## src/rtl/conf_frame_assembler.sv

```systemverilog
// Configuration frame assembler.
// Collects parameter bytes (sent highest address first) into shadow registers and copies the
// whole frame to the live configuration bus in one cycle. This only happens when every byte
// arrived in order and no gap between bytes exceeded the timeout. Rejected frames and protocol
// errors increment a saturating error counter. The live bus is never touched by a bad frame.

module conf_frame_assembler #(
  parameter int unsigned NUM_PAR = 6,
  parameter int unsigned DATA_W  = 8,
  parameter int unsigned ADDR_W  = 3,
  parameter int unsigned TIMEOUT = 4096,
  parameter int unsigned ERR_W   = 8
) (
  input  logic                      clk,
  input  logic                      rst,
  input  logic [DATA_W-1:0]         data,
  input  logic [ADDR_W-1:0]         addr,
  input  logic                      data_ready,
  output logic [NUM_PAR*DATA_W-1:0] conf_bus,
  output logic                      conf_valid,
  output logic                      commit,
  output logic                      busy,
  output logic [ERR_W-1:0]          err_cnt
);

  localparam int unsigned       GapW     = $clog2(TIMEOUT + 1);
  localparam logic [ADDR_W-1:0] LastAddr = ADDR_W'(NUM_PAR - 1);
  localparam logic [GapW-1:0]   GapMax   = GapW'(TIMEOUT - 1);

  typedef enum logic [0:0] {StIdle, StCollect} state_e;

  state_e                    state_q;
  logic [DATA_W-1:0]         shadow_q [NUM_PAR];
  logic [ADDR_W-1:0]         expected_q;
  logic [GapW-1:0]           gap_q;
  logic                      dr_prev_q;
  logic [NUM_PAR*DATA_W-1:0] conf_bus_q;
  logic                      conf_valid_q;
  logic                      commit_q;
  logic                      busy_q;
  logic [ERR_W-1:0]          err_q;

  logic                      accept;
  logic                      err_evt;
  logic [NUM_PAR*DATA_W-1:0] commit_word;

  // Rising edge of the strobe; dr_prev_q resets high so a strobe held through reset is ignored.
  assign accept = data_ready & ~dr_prev_q;

  // Flag a protocol error: a bad address on accept, or the inter-byte gap running out.
  always_comb begin
    err_evt = 1'b0;
    if (accept) begin
      if (state_q == StIdle) begin
        err_evt = (addr != LastAddr);
      end else begin
        err_evt = (addr != expected_q);
      end
    end else if ((state_q == StCollect) && (gap_q == GapMax)) begin
      err_evt = 1'b1;
    end
  end

  // Full frame as it will appear on the live bus: shadow bytes plus the final byte as param 0.
  always_comb begin
    commit_word                = '0;
    commit_word[DATA_W-1:0]    = data;
    for (int k = 1; k < NUM_PAR; k++) begin
      commit_word[k*DATA_W +: DATA_W] = shadow_q[k];
    end
  end

  // Frame collection FSM with all outputs registered alongside the state.
  always_ff @(posedge clk) begin
    if (rst) begin
      state_q      <= StIdle;
      expected_q   <= '0;
      gap_q        <= '0;
      dr_prev_q    <= 1'b1;
      conf_bus_q   <= '0;
      conf_valid_q <= 1'b0;
      commit_q     <= 1'b0;
      busy_q       <= 1'b0;
      err_q        <= '0;
      for (int k = 0; k < NUM_PAR; k++) begin
        shadow_q[k] <= '0;
      end
    end else begin
      dr_prev_q <= data_ready;
      commit_q  <= 1'b0;

      if (err_evt && (err_q != {ERR_W{1'b1}})) begin
        err_q <= err_q + 1'b1;
      end

      case (state_q)
        StIdle: begin
          if (accept && (addr == LastAddr)) begin
            shadow_q[NUM_PAR-1] <= data;
            expected_q          <= LastAddr - 1'b1;
            gap_q               <= '0;
            state_q             <= StCollect;
            busy_q              <= 1'b1;
          end
        end
        StCollect: begin
          if (accept) begin
            gap_q <= '0;
            if (addr == expected_q) begin
              if (expected_q != '0) begin
                shadow_q[expected_q] <= data;
                expected_q           <= expected_q - 1'b1;
              end else begin
                conf_bus_q   <= commit_word;
                commit_q     <= 1'b1;
                conf_valid_q <= 1'b1;
                state_q      <= StIdle;
                busy_q       <= 1'b0;
              end
            end else if (addr == LastAddr) begin
              // Out-of-order frame start: drop the current frame and begin a new one.
              shadow_q[NUM_PAR-1] <= data;
              expected_q          <= LastAddr - 1'b1;
            end else begin
              state_q <= StIdle;
              busy_q  <= 1'b0;
            end
          end else if (gap_q == GapMax) begin
            state_q <= StIdle;
            busy_q  <= 1'b0;
          end else begin
            gap_q <= gap_q + 1'b1;
          end
        end
        default: begin
          state_q <= StIdle;
          busy_q  <= 1'b0;
        end
      endcase
    end
  end

  assign conf_bus   = conf_bus_q;
  assign conf_valid = conf_valid_q;
  assign commit     = commit_q;
  assign busy       = busy_q;
  assign err_cnt    = err_q;

endmodule

```

## config.mk

```make
export PLATFORM = sky130hd
export DESIGN_NAME = conf_frame_assembler
export DESIGN_NICKNAME = d
export VERILOG_FILES = /design/src/rtl/conf_frame_assembler.sv
export SDC_FILE = /design/constraint.sdc
export NUM_CORES = 1
export LEC_CHECK = 0
export ABC_AREA = 1
export CORE_UTILIZATION = 60
export CTS_BUF_LIST = sky130_fd_sc_hd__clkbuf_8
export CTS_CLUSTER_SIZE = 10
export DETAILED_ROUTE_END_ITERATION = 6
export PLACE_DENSITY = 0.89
export SLEW_MARGIN = 20
export SYNTH_ARGS = -nofsm -noshare
export SYNTH_HDL_FRONTEND = slang
export SYNTH_SLANG_ARGS = --single-unit
```

## constraint.sdc

```tcl
create_clock -name clk -period 4.8 [get_ports clk]
set_clock_uncertainty 0.1 [all_clocks]
set_input_delay 1.44 -clock clk [delete_from_list [all_inputs] [get_ports clk]]
set_output_delay 1.44 -clock clk [all_outputs]
set_load 0.005 [all_outputs]
```

==> impl.org, run 1 <==
** STA
- Headroom to the max-slew limit came out at 0.493.
- Final critical-path share of the clock period :: 0.738
- Slew of the pin with the lowest slew margin :: 761 ps
- Finish-stage setup viols :: 0
- The clock period could shrink to 3540 ps.
- The final-report hold violation count is 0.
- Final count of pins violating max slew :: 0
- Final-layout setup total negative slack :: 0 ps
- Setup repair after global routing left no endpoint under its margin.
- The tightest hold path in the finished design has a slack of 363 ps.
- Achievable frequency :: 282 MHz

** Clocking
- In this run the deepest clock path goes through 2 buffers.
- TritonCTS built the clock tree.
- Number of CTS-inserted buffers :: 17
- Clock root buffer master :: clkbuf_8
- Number of buffers inserted by hold repair at cts :: 0
- Post CTS Setup Buffer Count :: 0
- Number of gates resized after cts :: 0
- CTS H-tree lvls :: 4
- Clock latency at the later pin of the worst-skew pair :: 430 ps
- Clock-pin slew was measured on the worst setup and hold paths at 70 ps.
- Counting every sink on the clock net gives 117.

** Pwr
- For this design the static power due to leakage is 2.18 nW.
- Of the total power, combinational logic draws 0.034.
- Switching Share :: 0.215
- The internal portion of the total power is 0.00162 W.
- Power spent charging and discharging nets :: 0.000445 W
- Of the total power, registers draw 0.504.
- Clock Power Share :: 0.462
- Cell area power density :: 332 nW/um^2
- Worst IR drop on VDD :: 0.218 mV

** Synth
- Of the synthesized area, sequential elements account for 0.538.
- Synthesized area per cell :: 8.97 sq um
- Among all flip-flop cells after synthesis, the most frequent one is dfxtp_1.
- Of all flip-flops after synthesis, the portion carrying an async set or reset was 0.
- The cell area that synthesis handed to floorplanning was 5090 sq um.
- Number of library cell types mapped by synthesis :: 32
- Ranked by instance count, the synthesized netlist is headed by 111 x nand2_1, 77 x dfxtp_1, 66 x nor2_1.
- After technology mapping, the gate count stands at 568.
- Of the post-synthesis cell area, the dominant cell type holds 0.303.
- Leading post-synthesis cells by cell area :: dfxtp_1 30%, edfxtp_1 24%, nand2_1 8.2%
- Net count after synthesis :: 586
- EDFF count, synth :: 40
- Number of warnings printed during yosys synthesis :: 0
- In this run, synthesis produced a sequential element count of 117.
- Post-synthesis cell type with the largest combined area :: dfxtp_1
- The most common cell in the synthesized netlist is nand2_1.

** Floorplan
- After floorplanning, the core was divided into 33 placement rows.
- Starting density of the core :: 0.620
- Chip width :: 94.2 microns
- Height of the die :: 94.2 microns
- The total area inside the core boundary comes to 8220 sq um.
- I/O pin total :: 73
- DIE AREA :: 8860 sq um

** Critical path
- In this run the worst path has a maximum fanout of 8.
- Worst Setup End Kind :: flop
- Data arrives at the worst endpoint at 3500 ps.
- Kind of start point of the critical path :: primary input
- Cell-by-cell listing of the critical path :: clkdlybuf4s50_1 > inv_2 > nor3_2 > nand2_1 > o21ai_1 > nand2_1 > a21oi_1
- Most used cell along the critical path :: nand2_1
- Slowest cell delay on critical path :: 650 ps
- Data required time at the worst endpoint :: 4760 ps
- CP Class :: primary input to flop
- The slowest stage of the critical path belongs to the cell a21oi_1.

** Placement
- In this run the tool buffered the top-level ports with 72 buffer cells.
- Final HPWL from detailed placement :: 7.71 mm
- Once placement finished, the instance area stood at 5820 sq um.
- Routability-driven placement finished with a final weighted congestion of 0.887.

** Final layout
- Layout fillers :: 537
- Nets@finish :: 654
- Fraction of layout instances using a drive strength above 1 :: 0.159
- Storage element area :: 2740 sq um
- Final design area excluding fillers :: 6240 sq um
- Summing all multi-input logic gate instances after layout gives 2030 sq um.
- Relative to the synthesized area, the layout overhead comes to 22.5%.
- Final cell utilization of the core :: 0.759
- Antenna diode count :: 0

** GRT
- Vias in the first global route :: 4029
- Number of antenna violations at the first check in global routing :: 0
- Overall Global Routing Usage :: 0.290
- Largest net degree at the start of global routing :: 64
- Wire length of the first global-routing pass :: 19.4 mm
- Global routing finished with a remaining overflow of 0.

** Routing
- Across all layers, the routed design uses 4308 vias.
- Wire length after detailed routing :: 12.0 mm
- Using the TritonRoute via totals, the vias-per-cell ratio works out to 5.71.
- After detailed routing, the average wire length per cell comes to 16.0 microns.
- Number of nets still failing antenna checks after routing :: 0
- The first detailed-routing pass ran for 7 iterations.
- Detailed-route DRC error count :: 0
- Iteration-0 DRC count of the detailed router :: 357

** Job
- Across the run, the number of max-cap violations was 0.

** Status
- The flow ran to the end, and the final reports show no timing, DRC or antenna violations.

** Worst hold path
- Min-Delay Path Class :: flop to flop
## worst max-delay path, delay by kind of cell
family	cells	cell delay, ps
AO/OA/AOI/OAI	2	800
buffers and inverters	2	640
AND/OR/NAND/NOR	3	610
## routing by layer
metal	part of all wire	global-route usage
met3	0.087	0.0736
met4	0.033	0.135
met1	0.39	0.365
met2	0.49	0.467
met5	0	0
## sequential cells by signal (all words and copies together) (netlist names)
name and flops:
state_q 1, conf_bus 48, busy 1, gap_q 13, conf_valid 1, commit 1, shadow_q 40, expected_q 3
dr_prev_q 1, err_cnt 8
## cell usage in the layout (no fill, tap or decap), types with 14 or more instances in the layout
cell type        Yosys  final
inv_1               33     38
nand2_2             14     14
a21oi_2             17     17
nand3_2             21     21
a21oi_1             50     50
nand2_1            111    111
edfxtp_1            40     40
nor2_1              66     66
nand3_1             58     58
clkdlybuf4s50_1      0     71
dfxtp_1             77     77
clkbuf_8             0     18
## logic make-up (layout without fill, tap and decap cells)
logic type,count (synthesis),count (layout),synth area share
simple gates,291,291,0.282
flops,117,117,0.538
compound gates,80,80,0.0928
buf+inv,69,150,0.0631
xor+xnor,7,7,0.0135
fa+ha+maj,4,4,0.00982
## power groups by stage
stage               registers [W]  logic (W)  clock network (W)
global placement          0.00106  0.0000663                  0
finish                    0.00104  0.0000705           0.000955
detailed placement        0.00106  0.0000687                  0
global route              0.00104  0.0000757            0.00100
CTS                       0.00104  0.0000697           0.000957
floorplan                 0.00106  0.0000494                  0
## metrics by stage
stage	worst slack (ps)	instances	power, W
floorplan	1660	568	0.00111
global placement	1010	722	0.00113
detailed placement	885	722	0.00113
CTS	1290	754	0.00207
global route	1170	754	0.00212
finish	1260	754	0.00207
## cell type report
cell class | count | area share
multi-input combinational | 382 | 0.325
tap | 105 | 0.0211
inverter | 42 | 0.0253
timing repair buffer | 76 | 0.122
clock buffer | 18 | 0.0397
sequential | 117 | 0.440
clock inverter | 14 | 0.0275
## path summary, 6_finish.rpt
kind,startpoint,to,slack (ps),cells past startpoint
max,addr[0],shadow_q[5][7],1260,7
min,conf_bus[0],conf_bus[0],360,2
max reg2reg,expected_q[0],shadow_q[4][0],2040,7
min reg2reg,conf_bus[0],conf_bus[0],360,2
Power figures use the tool's default switching activity.
==> inputs of run 2 (changes only) <==
--- a/config.mk
+++ b/config.mk
@@ -6,11 +6,11 @@
 export NUM_CORES = 1
 export LEC_CHECK = 0
 export ABC_AREA = 1
-export CORE_UTILIZATION = 60
+export CORE_UTILIZATION = 56
 export CTS_BUF_LIST = sky130_fd_sc_hd__clkbuf_8
 export CTS_CLUSTER_SIZE = 10
 export DETAILED_ROUTE_END_ITERATION = 6
-export PLACE_DENSITY = 0.89
+export PLACE_DENSITY = 0.84
 export SLEW_MARGIN = 20
 export SYNTH_ARGS = -nofsm -noshare
 export SYNTH_HDL_FRONTEND = slang
==> constraint.sdc (replaced) <==
create_clock -name clk -period 3.33 [get_ports clk]
set_clock_uncertainty 0.1 [all_clocks]
set_input_delay 0.999 -clock clk [delete_from_list [all_inputs] [get_ports clk]]
set_output_delay 0.999 -clock clk [all_outputs]
set_load 0.005 [all_outputs]
==> impl.org, run 2 (same netlist as run 1, synthesis figures left out) <==
** Critical path
- Setup slack of the worst register-to-register path :: 910 ps
- Data on the critical path is required at its endpoint by 3380 ps.
- At the worst endpoint, the arrival time is 2740 ps.
- Largest fanout on the critical path :: 8
- Kind of start point of the critical path :: primary input
- Worst Setup End Kind :: flop
- The worst setup path is of the primary input to flop kind.

** Final layout
- The layout has 643 filler cells.
- Post-Layout Cell Count :: 765
- The register with the most flip-flops in the layout has 48 of them.
- Antenna diode count :: 0
- Highest-count cells in the layout ignoring fill and taps :: 111 x nand2_1, 77 x dfxtp_1, 71 x clkdlybuf4s50_1
- The final layout contains 662 nets.
- At the end of the flow the core is filled with cells to 0.713.
- In the final layout, the share of cells above drive strength 1 is 0.177.
- Leaving out fill and tap cells, the most frequent cell in the layout is nand2_1.
- Relative to the synthesized area, the layout overhead comes to 22.6%.

** Clocking
- Number of buffers inserted by hold repair at cts :: 0
- The later pin in the worst-skew pair is clocked with a latency of 430 ps.
- Clock sink count :: 117
- Post CTS Setup Buffer Count :: 0
- Clock-pin slew was measured on the worst setup and hold paths at 70 ps.
- Clock tree synthesis inserted a total of 17 buffers.
- Number of gates resized after cts :: 0
- The clock tree synthesis step divided the H-tree into 4 levels.
- TritonCTS built the clock tree.
- Clock tree buffer depth :: 2
- The root buffer cell chosen for the clock tree is clkbuf_8.

** Placement
- Port buffering added 72 buffers.
- Summed over all nets, the half-perimeter wirelength after detailed placement is 7.70 mm.
- Placer's final routability congestion estimate :: 0.928
- After detailed placement, the design holds a cell count of 733.
- OpenSTA, run right after detailed placement, puts the worst setup slack at 219 ps.

** Pwr
- Of the total power, the share spent switching nets is 0.244.
- Of the total power, registers draw 0.531.
- Worst IR drop on VDD :: 0.293 mV
- Cell area power density :: 453 nW/um^2
- Internal power :: 0.00214 W
- Clock Power Share :: 0.433
- Static leakage power :: 2.18 nW
- Summed over all nets, the switching power comes to 0.000691 W.
- Comb pwr share :: 0.036

** STA
- The tightest hold path in the finished design has a slack of 362 ps.
- Final hold violation count :: 0
- Setup violations remaining at the end of the flow were counted as 0.
- For the pin with the worst max-slew slack, the measured transition is 740 ps.
- Worst slew margin relative to its limit :: 0.506
- Minimum clock period after layout :: 2690 ps
- In the final timing run, aggregate negative setup slack is 0 ps.
- Achievable frequency :: 371 MHz
- Final count of pins violating max slew :: 0
- The worst path meets setup with 637 ps of slack.
- Setup repair after global routing left no endpoint under its margin.
- In the finished design, the share of the clock period the worst path needs comes to 0.809.

** Status
- Result of the run :: finished clean

** GRT
- Largest net degree at the start of global routing :: 64
- The initial antenna violation count came to 0.
- The number of global-route vias before repair was 3993.
- Wire length of the first global-routing pass :: 18.8 mm
- The total overflow left after global routing is 0.
- Overall Global Routing Usage :: 0.250

** Routing
- In the final routed layout, each cell accounts on average for 14.6 microns.
- Number of iterations in the first detailed-routing pass :: 6
- For this run, design rule violations remaining after detail routing come to 0.
- Iteration-0 DRC count of the detailed router :: 288
- After detailed routing, the total wire length is 11.2 mm.
- Summing over every cut layer, the via total after detailed routing is 4186.
- Post-DR vias/cell :: 5.47
- Number of nets still failing antenna checks after routing :: 0

** Floorplan
- Height of the die :: 97.4 microns
- Measured along the x axis, the die boundary spans 97.4 microns.
- I/O pin total :: 73
- Placeable Area :: 8760 sq um
- The floorplan step defined a die boundary enclosing 9480 sq um.
- The initial utilization of the core area, before any placement, comes to 0.581.
- Std cell rows :: 34

** Job
- Across the run, the number of max-cap violations was 0.

** Worst hold path
- The tightest min-delay check is of the flop to flop type.
-- run 2: final timing paths --
check | from | to | cells past startpoint
worst max-delay path | addr[1] | shadow_q[5][3] | 10
worst min-delay path | conf_valid | conf_valid | 2
worst min register to register | conf_valid | conf_valid | 2
worst max register to register | expected_q[0] | shadow_q[3][2] | 7
-- run 2: worst max-delay path: stages --
cell	delay, ps
clkdlybuf4s50_1	530
inv_1	70
nand2_1	70
nand2_2	80
nor2_4	130
nand2_4	110
o21ai_1	170
nand2_1	170
a21oi_1	200
buf_4	190
-- run 2: through the flow --
stage | area, sq um | power [W]
detailed placement | 5870 | 0.00164
finish | 6240 | 0.00283
floorplan | 5090 | 0.00160
CTS | 6240 | 0.00284
global route | 6240 | 0.00292
global placement | 5870 | 0.00163
-- run 2: power groups by stage --
| stage | logic [W] | registers (W) | clock network (W) |
|---|---|---|---|
| floorplan | 0.0000712 | 0.00153 | 0 |
| global placement | 0.0000984 | 0.00153 | 0 |
| detailed placement | 0.000102 | 0.00153 | 0 |
| CTS | 0.000102 | 0.00150 | 0.00124 |
| global route | 0.000111 | 0.00150 | 0.00131 |
| finish | 0.000102 | 0.00150 | 0.00123 |
-- run 2: layout make-up --
class | count | area [sq um] | share of cell area
flip-flops and latches | 117 | 2740 | 0.439
multi-input cells | 382 | 2030 | 0.325
clock buffers | 18 | 248 | 0.0397
inverters | 42 | 158 | 0.0252
clock inverters | 14 | 125 | 0.0200
well taps | 108 | 135 | 0.0216
repair buffers | 84 | 806 | 0.129
-- run 2: layer usage --
metal  up-vias  wire, microns  global-route usage
met5         -              0                   0
met4         0            204              0.0939
met3        26            772              0.0755
met2       186           5280               0.399
met1      1937           4920               0.321
li1       2037              -                   -
==> inputs of run 3 (changes only) <==
==> constraint.sdc (replaced) <==
create_clock -name clk -period 2.5 [get_ports clk]
set_clock_uncertainty 0.1 [all_clocks]
set_input_delay 0.75 -clock clk [delete_from_list [all_inputs] [get_ports clk]]
set_output_delay 0.75 -clock clk [all_outputs]
set_load 0.005 [all_outputs]
==> impl.org, run 3 (same netlist as run 1, synthesis figures left out) <==
** Final layout
- In the layout the commonest cells are 111 x nand2_1, 77 x dfxtp_1, 71 x clkdlybuf4s50_1.
- Fraction of layout instances using a drive strength above 1 :: 0.203
- Area Growth Syn to Fin :: 28.5%
- Flip-flop count of the largest register after layout :: 48
- Layout fillers :: 593
- Nets@finish :: 686
- Antenna diode count :: 0
- Leading cell type in the layout, fill and taps excluded :: nand2_1
- Storage element area :: 2740 sq um
- In the final layout, the multi-input gates occupy 2030 sq um.

** Clocking
- The longest clock path from root to sink contains 2 buffers.
- Clock sink count :: 117
- CTS built an H-tree with a depth of 4.
- Clock latency on the worst-skew pair, taken at its later pin, is 430 ps.
- Buffers added to address setup during post-CTS repair amount to 0.
- Number of buffers inserted by hold repair at cts :: 0
- In this run, post-CTS repair resized a total of 0 instances.
- Clock root buffer master :: clkbuf_8
- TritonCTS built the clock tree.
- CTS clock-pin slew for the worst setup and hold paths :: 70 ps
- In this run, CTS created clock tree buffers numbering 17.

** Routing
- Across all layers, the routed design uses 4350 vias.
- Wire length after detailed routing :: 12.1 mm
- The first detailed-routing pass took 5 iterations.
- Post-DR vias/cell :: 5.51
- Average detailed-routed wire length per instance :: 15.4 microns
- Detailed-route DRC error count :: 0
- The detailed router finished its first iteration with 281 violations.
- Number of nets still failing antenna checks after routing :: 0

** STA
- Minimum clock period after layout :: 2340 ps
- For this run, the top clock speed supported by timing is 427 MHz.
- In the post-route analysis, the smallest setup slack over all paths is 160 ps.
- Slew of the pin with the lowest slew margin :: 731 ps
- Final count of pins violating max slew :: 0
- Final-layout setup total negative slack :: 0 ps
- Setup violations remaining at the end of the flow were counted as 0.
- The final-report hold violation count came to 0.
- Final critical-path share of the clock period :: 0.936
- Setup repair after global routing left no endpoint under its margin.
- Worst slew margin relative to its limit :: 0.513

** Pwr
- Internal power :: 0.00306 W
- Power spread over the standard cell area amounts to 603 nW/um^2.
- Power spent charging and discharging nets :: 0.000895 W
- Total power after layout :: 0.00395 W
- The share of total power dissipated in sequential elements is 0.507.
- Switching Share :: 0.226
- Worst IR drop on VDD :: 0.402 mV
- Static leakage power :: 2.34 nW
- Comb pwr share :: 0.042
- The share of total power dissipated in the clock network is 0.451.

** Job
- Max cap viols :: 0

** GRT
- The initial antenna violation count is 0.
- Overall Global Routing Usage :: 0.274
- Remaining global-route overflow :: 0
- Wire length of the first global-routing pass :: 20.7 mm
- Largest net degree at the start of global routing :: 64
- Vias in the first global route :: 4275

** Placement
- Placer's final routability congestion estimate :: 0.908
- Port Buffers :: 72
- Final HPWL from detailed placement :: 8.11 mm
- Worst-case setup slack after placement :: -204 ps

** Floorplan
- DIE AREA :: 9480 sq um
- Height of the die :: 97.4 microns
- Starting density of the core :: 0.581
- Std cell rows :: 34
- I/O pin total :: 73
- Chip width :: 97.4 microns
- Placeable Area :: 8760 sq um

** Critical path
- Worst Setup End Kind :: flop
- Arrival time of data at the critical path endpoint :: 2380 ps
- For the worst setup path, the data required time is 2540 ps.
- Most used cell along the critical path :: nand2_1
- Largest fanout on the critical path :: 8
- Total buffers and inverters traversed by the critical path :: 3
- Cell family contributing the most delay on the critical path :: buffers and inverters
- Kind of start point of the critical path :: primary input
- In this design, the stage delay of the slowest critical-path cell is 470 ps.
- CP Class :: primary input to flop
- Traced cell by cell, the critical path runs through clkdlybuf4s50_1 > inv_1 > nand2_1 > nand2_2 > nor2_4 > nand2_4 > o21ai_1 > nand2_1 > a21oi_1 > buf_4.
- Slowest cell on crit path :: clkdlybuf4s50_1

** Status
- Result of the run :: finished clean

** Worst hold path
- In this run the worst hold path is classified as flop to flop.
[run 3: power groups by stage]
stage / registers (W) / clock network, W / logic, W
floorplan: 0.00204 / 0 / 0.0000949
global placement: 0.00204 / 0 / 0.000161
detailed placement: 0.00204 / 0 / 0.000166
CTS: 0.00200 / 0.00179 / 0.000167
global route: 0.00200 / 0.00187 / 0.000180
finish: 0.00200 / 0.00178 / 0.000166
[run 3: worst register-to-register path, delay by kind of cell (launching register included)]
kind | cells | cell delay (ps)
AO/OA/AOI/OAI | 2 | 250
adder cells (fa/ha/maj) | 1 | 200
buffers and inverters | 3 | 380
flip-flops | 1 | 520
AND/OR/NAND/NOR | 3 | 570
[run 3: metal layers]
metal / part of all wire / track usage / wire length [microns]
met5: 0 / 0 / 0
met2: 0.48 / 0.445 / 5880
met3: 0.067 / 0.0561 / 813
met4: 0.035 / 0.147 / 423
met1: 0.41 / 0.344 / 5030
[run 3: area by class of cell]
class                      instances  area share
tap                              108      0.0206
multi-input combinational        382       0.310
clock buffer                      18      0.0378
clock inverter                    14      0.0245
inverter                          42      0.0241
sequential                       117       0.419
timing repair buffer             108       0.164
[run 3: path summary, 6_finish.rpt]
path / slack (ps) / cells past startpoint / endpoint / start
worst max-delay path: 160 / 10 / shadow_q[5][2] / addr[2]
worst min-delay path: 360 / 2 / conf_bus[12] / conf_bus[12]
worst max register to register: 230 / 9 / shadow_q[5][2] / expected_q[1]
worst min register to register: 360 / 2 / conf_bus[12] / conf_bus[12]
[run 3: metrics by stage]
stage | utilization | hold WS, ps | cell area, sq um | instances
floorplan | - | 355 | 5090 | 568
global placement | 0.701 | 346 | 6140 | 757
detailed placement | 0.701 | 355 | 6140 | 757
CTS | 0.747 | 364 | 6550 | 789
global route | 0.747 | 381 | 6550 | 789
finish | 0.747 | 364 | 6550 | 789
